File: config.mk
export PLATFORM = sky130hd
export DESIGN_NAME = dispatch_queue
export DESIGN_NICKNAME = d
export VERILOG_FILES = /design/src/rtl/dispatch_queue.sv
export SDC_FILE = /design/constraint.sdc
export NUM_CORES = 1
export LEC_CHECK = 0
export BUFFER_PORTS_ARGS = -buffer_cell sky130_fd_sc_hd__buf_2
export CAP_MARGIN = 20
export CORE_MARGIN = 2
export CORE_UTILIZATION = 65
export CTS_CLUSTER_DIAMETER = 50
export CTS_CLUSTER_SIZE = 28
export DETAILED_ROUTE_END_ITERATION = 8
export PLACE_DENSITY_LB_ADDON = 0.1
export SLEW_MARGIN = 15
export SYNTH_ARGS = -nofsm -noshare
export SYNTH_HDL_FRONTEND = slang
export SYNTH_SLANG_ARGS = --single-unit
File: constraint.sdc
create_clock -name clk -period 21.9 [get_ports clk]
set_clock_uncertainty 0.2 [all_clocks]
set_input_delay 2.19 -clock clk [delete_from_list [all_inputs] [get_ports clk]]
set_output_delay 2.19 -clock clk [all_outputs]
set_load 0.02 [all_outputs]
File: src/rtl/dispatch_queue.sv
// In-order multi-lane dispatch buffer between decode and issue, with flush and sticky error.
// Enqueued entries are visible one cycle later; enq_ready drops when fewer than ENQ_W slots are free.
module dispatch_queue #(
    parameter int DATA_W = 64,
    parameter int DEPTH  = 8,
    parameter int ENQ_W  = 2,
    parameter int DEQ_W  = 2
) (
    input  logic                         clk,
    input  logic                         rst,
    input  logic                         flush,
    input  logic [$clog2(ENQ_W+1)-1:0]   enq_cnt,
    input  logic [ENQ_W*DATA_W-1:0]      enq_data,
    output logic                         enq_ready,
    output logic [DEQ_W*DATA_W-1:0]      deq_data,
    output logic [DEQ_W-1:0]             deq_valid,
    input  logic [$clog2(DEQ_W+1)-1:0]   deq_cnt,
    output logic [$clog2(DEPTH+1)-1:0]   count,
    output logic                         full,
    output logic                         empty,
    output logic                         err
);

    localparam int PTR_W = $clog2(DEPTH);
    localparam int CNT_W = $clog2(DEPTH+1);
    localparam int EC_W  = $clog2(ENQ_W+1);

    logic [DATA_W-1:0] mem [DEPTH];
    logic [PTR_W-1:0]  head;
    logic [PTR_W-1:0]  tail;
    logic              enq_ok;
    logic              deq_ok;
    logic [CNT_W-1:0]  enq_acc;
    logic [CNT_W-1:0]  deq_acc;

    assign enq_ready = (CNT_W'(DEPTH) - count) >= CNT_W'(ENQ_W);
    assign full      = (count == CNT_W'(DEPTH));
    assign empty     = (count == '0);

    assign enq_ok  = (enq_cnt != '0) && enq_ready;
    assign deq_ok  = (CNT_W'(deq_cnt) <= count);
    assign enq_acc = enq_ok ? CNT_W'(enq_cnt) : '0;
    assign deq_acc = deq_ok ? CNT_W'(deq_cnt) : '0;

    always_ff @(posedge clk) begin
        if (rst) begin
            head  <= '0;
            tail  <= '0;
            count <= '0;
            err   <= 1'b0;
        end else if (flush) begin
            head  <= '0;
            tail  <= '0;
            count <= '0;
        end else begin
            if ((enq_cnt != '0) && !enq_ready) begin
                err <= 1'b1;
            end
            if (!deq_ok) begin
                err <= 1'b1;
            end
            head  <= head + PTR_W'(deq_acc);
            tail  <= tail + PTR_W'(enq_acc);
            count <= count + enq_acc - deq_acc;
        end
    end

    // Storage needs no reset; only slots between head and tail are ever presented.
    always_ff @(posedge clk) begin
        if (!rst && !flush && enq_ok) begin
            for (int i = 0; i < ENQ_W; i++) begin
                if (EC_W'(i) < enq_cnt) begin
                    mem[tail + PTR_W'(i)] <= enq_data[i*DATA_W +: DATA_W];
                end
            end
        end
    end

    always_comb begin
        deq_data  = '0;
        deq_valid = '0;
        for (int i = 0; i < DEQ_W; i++) begin
            deq_valid[i] = (count > CNT_W'(i));
            if (deq_valid[i]) begin
                deq_data[i*DATA_W +: DATA_W] = mem[head + PTR_W'(i)];
            end
        end
    end

endmodule

==> results of run 1 <==
cell families (layout without fill, tap and decap cells):
family	after synthesis	after routing
buffers and inverters	168	424
adder cells (fa/ha/maj)	20	20
AND/OR/NAND/NOR	236	236
other	0	9
multiplexers	832	832
flip-flops	523	523
AO/OA/AOI/OAI	80	80
XOR/XNOR	8	8
synthesized netlist by cell type (all sizes together):
cell type | n | area [sq um]
clkbuf | 50 | 187.7
or3 | 1 | 6.260
o21ai | 6 | 30.03
a21oi | 65 | 325.3
nand2 | 135 | 506.7
and2 | 6 | 37.54
nand3 | 2 | 10.01
nor2 | 72 | 270.3
edfxtp | 512 | 15370
nand2b | 3 | 18.77
clkinv | 1 | 5.000
o2111a | 1 | 12.51
o211ai | 1 | 7.510
mux2 | 512 | 5949
nor4 | 2 | 25.02
o221ai | 1 | 8.760
nand3b | 1 | 7.510
o21bai | 4 | 30.03
o21a | 1 | 7.510
dfxtp | 11 | 220.2
or4 | 1 | 7.510
inv | 17 | 63.81
or3b | 1 | 8.760
mux2i | 64 | 640.6
or2 | 2 | 12.51
fa | 4 | 80.08
nor3b | 4 | 40.03
ha | 16 | 200.2
nand4 | 2 | 12.51
xnor2 | 4 | 35.03
mux4 | 256 | 5766
xor2 | 4 | 35.03
a21o | 1 | 7.510
nor3 | 2 | 10.01
buf | 100 | 706.9
nor2b | 2 | 12.51
sequential cells by signal (all words and copies together), names as in the netlist:
signal,cells
count,4
err,1
mem,512
tail,3
head,3
per-stage QoR:
| step | cell area, sq um | worst slack [ns] |
|---|---|---|
| after global placement | 32410 | 15.79 |
| final | 34260 | 15.12 |
| after CTS | 34210 | 15.10 |
| after global routing | 34250 | 14.81 |
| after floorplan | 30680 | 13.57 |
| after detailed placement | 32410 | 15.76 |
how the worst min path moves through the flow:
| stage | start | end | slack (ns) |
|---|---|---|---|
| 2_1_floorplan | head[0] | head[0] | 0.38 |
| 3_3_place_gp | err | err | 0.25 |
| 3_5_place_dp | err | err | 0.27 |
| 4_1_cts | err | err | 0.29 |
| 5_1_grt | err | err | 0.32 |
| 6_report | err | err | 0.29 |
report_power, final:
part	total [uW]	switching, uW	internal (uW)
registers	1210	35.7	1170
logic	1160	704	457
clock network	957	420	537
metal layers:
metal	share of wire (%)	GRT usage, %	vias to the layer above	wire length [um]
met5	0.12	0	-	101
met4	3.7	12.97	14	3108
met3	11	6.865	228	8949
met2	50	57.31	1179	42060
met1	36	45.71	9878	30470
li1	-	-	7967	-
worst max-delay path, cell delays in order, from the launching register on:
cell,delay [ns]
sky130_fd_sc_hd__dfxtp_4,0.78
sky130_fd_sc_hd__buf_12,0.79
sky130_fd_sc_hd__buf_4,0.94
sky130_fd_sc_hd__mux4_2,0.60
sky130_fd_sc_hd__mux2i_1,0.14
sky130_fd_sc_hd__nor2_1,0.12
sky130_fd_sc_hd__buf_2,0.23
layout by cell type (no fill, tap or decap), drive strengths merged, types with 28 or more instances in the layout:
master	instances
edfxtp	512
mux2	512
clkbuf	57
nor2	72
nand2	135
mux2i	64
buf	311
a21oi	65
inv	28
mux4	256
final cells by class:
cell class,count,share of cell area [%]
Sequential cell,523,45.56
Multi-Input combinational cell,1176,41.78
Timing Repair Buffer,311,4.902
Clock buffer,57,3.915
Tap cell,607,2.217
Clock inverter,38,1.362
Inverter,18,0.2009
Antenna cell,9,0.06574
==> flow_metrics.env, run 1 <==
export IMPL_data_arrival_time_of_the_critical_path_ns=4.39
export IMPL_clock_fmax_mhz=147.5
export IMPL_synth_xor_area_share_pct=0.2284
export IMPL_worst_skew_pair_late_latency_ns=0.60
export IMPL_dp_hpwl_um=45670
export IMPL_total_core_area_sq_mm=0.04656
export IMPL_tightestPinTransition_ns=1.126
export IMPL_grt_start_max_net_pins=157
export IMPL_sequential_fraction_of_the_synthesis_area_pct=50.83
export IMPL_dieHeight_um=221.3
export IMPL_min_path_cells=2
export IMPL_required_ns=19.51
export IMPL_number_of_port_buffers=272
export IMPL_syn_instance_count=1867
export IMPL_register_area_sq_mm=0.01561
export IMPL_slew_headroom_pct=24.92
export IMPL_via_count=19270
export IMPL_kind_of_capture_point_of_the_worst_setup_path="output pin"
export IMPL_tritoncts="built"
export IMPL_flow_area_growth_from_synthesis_pct=11.66
export IMPL_design_die_area_sq_mm=0.04895
export IMPL_final_hold_worst_slack_ns=0.2883
export IMPL_critical_path_max_fanout=156
export IMPL_drt_drc_violations_left=0
export IMPL_synthesis_yosys_warnings=0
export IMPL_start_util_pct=65.90
export IMPL_reg2reg_to="mem[3][1]"
export IMPL_grt_resource_usage_total_pct=34.56
export IMPL_r2r_start="count[0]"
export IMPL_wire_per_inst_um=30.92
export IMPL_gp_routability_congestion=0.8235
export IMPL_grt_overflow_total=0
export IMPL_critPathCapture="deq_data[1]"
export IMPL_grt_first_pass_wirelength_um=125600
export IMPL_maxCapViolCount=0
export IMPL_final_cells=2739
export IMPL_share_of_the_synthesized_area_in_compound_gates_ao_oa_aoi_oai_pct=1.399
export IMPL_yosys_cell_types_count=42
export IMPL_numClockSinks=523
export IMPL_placed_cells=2634
export IMPL_cp_startpoint="head[0]"
export IMPL_post_cts_setup_buffer_count=0
export IMPL_drt_initial_drc_count=2246
export IMPL_postCtsResizedCells=0
export IMPL_min_delay_path_class="reg -> reg"
export IMPL_outcome="finished clean"
export IMPL_synth_top_family_by_area="multiplexers"
export IMPL_reg2reg_slack_ns=17.35
export IMPL_reg2reg_depth=9
export IMPL_final_min_clock_period_ns=6.780
export IMPL_yosys_mux_area_fraction_pct=40.27
export IMPL_die_extent_in_x_um=221.3
export IMPL_first_global_vias=20170
export IMPL_power_density_mw_per_mm2=97.05
export IMPL_final_min_period_over_clock_period_pct=30.96
export IMPL_vdd_ir_drop_max_mv=0.1316
export IMPL_synthAdderAreaFrac_pct=0.9135
export IMPL_yosys_area_share_simple_pct=3.214
export IMPL_cts_buffers_inserted=52
export IMPL_antenna_violations_before_repair=14
export IMPL_placementRows=79
export IMPL_antenna_violating_nets_post_route=0
export IMPL_synthesis_area_per_instance_sq_um=16.43
export IMPL_startpoint_type="flip-flop"
export IMPL_synth_fp_nets=2022
export IMPL_fillerInstances=2879
export IMPL_rsz0062_at_grt="false"
export IMPL_cts_clk_pin_slew_worst_paths_ns=0.07
export IMPL_proportion_of_layout_cells_with_a_drive_suffix_above_1_pct=49.27
export IMPL_final_setup_viol_count=0
export IMPL_final_net_count=2237
export IMPL_htree_levels=2
export IMPL_type_of_the_setup_path_with_the_least_slack="reg -> out"
export IMPL_ios=273
export IMPL_ctsLongestPathBuffers=3
export IMPL_finalMaxSlewViolations=0
export IMPL_routed_wirelength_um=84690
export IMPL_fin_tns_setup_ns=0
export IMPL_report_power_total_uw=3324
export IMPL_finalHoldViolations=0
export IMPL_postSynthRegisterBits=523
export IMPL_drt_pre_antenna_iters=5
export IMPL_postCtsHoldBufs=0
export IMPL_leakage_power_uw=0.01165
export IMPL_multi_input_comb_area_sq_mm=0.01431
export IMPL_via_per_inst=7.034
export IMPL_post_route_util_pct=73.58
export IMPL_clockRootBuffer="sky130_fd_sc_hd__clkbuf_16"
export IMPL_post_synthesis_instance_area_sq_mm=0.03068
Note: power is estimated with default switching activity, not from simulation.
==> run 2, diff against run 1 <==
--- a/config.mk
+++ b/config.mk
@@ -8,7 +8,7 @@
 export BUFFER_PORTS_ARGS = -buffer_cell sky130_fd_sc_hd__buf_2
 export CAP_MARGIN = 20
 export CORE_MARGIN = 2
-export CORE_UTILIZATION = 65
+export CORE_UTILIZATION = 55
 export CTS_CLUSTER_DIAMETER = 50
 export CTS_CLUSTER_SIZE = 28
 export DETAILED_ROUTE_END_ITERATION = 8
==> constraint.sdc (replaced) <==
create_clock -name clk -period 6 [get_ports clk]
set_clock_uncertainty 0.2 [all_clocks]
set_input_delay 0.6 -clock clk [delete_from_list [all_inputs] [get_ports clk]]
set_output_delay 0.6 -clock clk [all_outputs]
set_load 0.02 [all_outputs]
==> run 2 against run 1 <==
Net effect:
- sequential share of layout area fell by 0.62 points
- worst setup slack got worse by 14 ns
- global-route usage down 5.1 points
- sequential power rose to 3.6 times the previous value
- utilization down 11 points
- register-to-register slack got worse by 16 ns
- first-iteration DRC count decreased by 23%
- worst hold slack got worse by 0.17 ns
- total power increased to 3.7 times the previous value
- critical path type unchanged
- largest cell class unchanged
==> flow_metrics.env, run 2 (synthesized netlist as in run 1, its figures left out) <==
export IMPL_worstPathCellList="buf_4 > buf_4 > mux4_2 > mux2i_1 > nor2_1 > buf_2"
export IMPL_vdd_ir_drop_max_mv=0.4050
export IMPL_drt_initial_drc_count=1719
export IMPL_crit_top_cell="sky130_fd_sc_hd__buf_4"
export IMPL_final_hold_worst_slack_ns=0.1213
export IMPL_dieHeight_um=240.2
export IMPL_maxCapViolCount=0
export IMPL_ios=273
export IMPL_postCtsResizedCells=0
export IMPL_total_core_area_sq_mm=0.05509
export IMPL_path_buf_inv=3
export IMPL_rsz0062_at_grt="false"
export IMPL_critical_path_slowest_cell="sky130_fd_sc_hd__buf_4"
export IMPL_placementRows=86
export IMPL_antenna_violations_before_repair=21
export IMPL_dp_hpwl_um=49310
export IMPL_clockRootBuffer="sky130_fd_sc_hd__clkbuf_16"
export IMPL_grt_first_pass_wirelength_um=123900
export IMPL_drt_pre_antenna_iters=5
export IMPL_design_die_area_sq_mm=0.05769
export IMPL_min_delay_path_class="in -> reg"
export IMPL_via_per_inst=6.560
export IMPL_grt_start_max_net_pins=95
export IMPL_worst_skew_pair_late_latency_ns=0.62
export IMPL_leakage_power_uw=0.01178
export IMPL_ctsLongestPathBuffers=3
export IMPL_cts_clk_pin_slew_worst_paths_ns=0.06
export IMPL_crit_path_max_incr_delay_ns=0.78
export IMPL_final_setup_viol_count=0
export IMPL_critical_path_max_fanout=56
export IMPL_required_ns=5.20
export IMPL_routed_wirelength_um=84430
export IMPL_power_density_mw_per_mm2=357.2
export IMPL_largest_register_ff_count=512
export IMPL_final_min_period_over_clock_period_pct=78.81
export IMPL_grt_resource_usage_total_pct=29.48
export IMPL_antenna_violating_nets_post_route=0
export IMPL_mostFrequentLayoutCells="sky130_fd_sc_hd__edfxtp_1, sky130_fd_sc_hd__mux2_2, sky130_fd_sc_hd__buf_2"
export IMPL_data_arrival_time_of_the_critical_path_ns=3.93
export IMPL_start_util_pct=55.69
export IMPL_via_count=19010
export IMPL_final_min_clock_period_ns=4.729
export IMPL_numClockSinks=523
export IMPL_gp_routability_congestion=0.8084
export IMPL_first_global_vias=19490
export IMPL_number_of_port_buffers=272
export IMPL_finalMaxSlewViolations=0
export IMPL_type_of_the_setup_path_with_the_least_slack="reg -> out"
export IMPL_cts_buffers_inserted=57
export IMPL_tritoncts="built"
export IMPL_grt_overflow_total=0
export IMPL_drt_drc_violations_left=0
export IMPL_outcome="finished clean"
export IMPL_clock_fmax_mhz=211.5
export IMPL_htree_levels=2
export IMPL_final_common_cell="sky130_fd_sc_hd__edfxtp_1"
export IMPL_tightestPinTransition_ns=1.125
export IMPL_final_net_count=2246
export IMPL_proportion_of_layout_cells_with_a_drive_suffix_above_1_pct=49.46
export IMPL_placedInstanceArea_sq_mm=0.03270
export IMPL_kind_of_capture_point_of_the_worst_setup_path="output pin"
export IMPL_post_route_util_pct=63.04
export IMPL_flow_area_growth_from_synthesis_pct=13.20
export IMPL_finalHoldViolations=0
export IMPL_layout_top_registers="mem (512), count (4)"
export IMPL_slew_headroom_pct=24.98
export IMPL_wire_per_inst_um=29.13
export IMPL_path_delay_family="buffers and inverters"
export IMPL_largest_register="mem"
export IMPL_post_cts_setup_buffer_count=0
export IMPL_die_extent_in_x_um=240.2
export IMPL_postLayoutCellArea_sq_mm=0.03473
export IMPL_postCtsHoldBufs=0
export IMPL_startpoint_type="flip-flop"
run 2: cell count changes in the layout (fill, tap and decap cells not counted), sizes merged:
cell,previous run,this run
diode,9,11
inv,28,24
clkbuf,57,63
buf,311,315
clkinv,17,23
bufinv,7,9
clkinvlp,4,6
run 2: report_power, final:
group	switching (uW)	internal [uW]
Clock	1560	2200
Combinational	2550	1680
Sequential	137	4270
Total	4250	8160
run 2: worst min-delay path: stages:
cell	delay, ns
sky130_fd_sc_hd__buf_2	0.11
sky130_fd_sc_hd__nand2b_1	0.13
sky130_fd_sc_hd__o221ai_1	0.06
run 2: layout make-up:
class | instances | area, sq um
Antenna cell | 11 | 27.53
Clock buffer | 63 | 1491
Clock inverter | 44 | 513.0
Fill cell | 4135 | 20360
Inverter | 18 | 70.07
Multi-Input combinational cell | 1176 | 14310
Sequential cell | 523 | 15610
Tap cell | 748 | 935.9
Timing Repair Buffer | 315 | 1772
run 2: through the flow:
| step | std cells | power (uW) | worst slack (ns) | TNS, ns |
|---|---|---|---|---|
| final | 2898 | 12410 | 1.271 | 0 |
| after floorplan | 1867 | 7308 | -1.129 | -209.28 |
| after global routing | 2892 | 12890 | 1.035 | 0 |
| after global placement | 2780 | 8681 | 1.932 | 0 |
| after detailed placement | 2780 | 8729 | 1.883 | 0 |
| after CTS | 2887 | 12490 | 1.215 | 0 |
run 2: path summary, 6_finish.rpt:
path	startpoint	to	slack [ns]	cells after the start
hold / removal	rst	err	0.12	3
hold reg to reg	err	err	0.28	2
setup / recovery	head[0]	deq_data[6]	1.27	6
setup reg to reg	count[0]	mem[7][28]	1.82	9
run 2: layer usage:
metal	vias up	global-route usage, %	wire length (um)
met5	-	0	152
met4	22	8.865	2321
met3	160	6.051	6709
met2	799	48.18	40970
met1	10020	40.13	34270
li1	8014	-	-
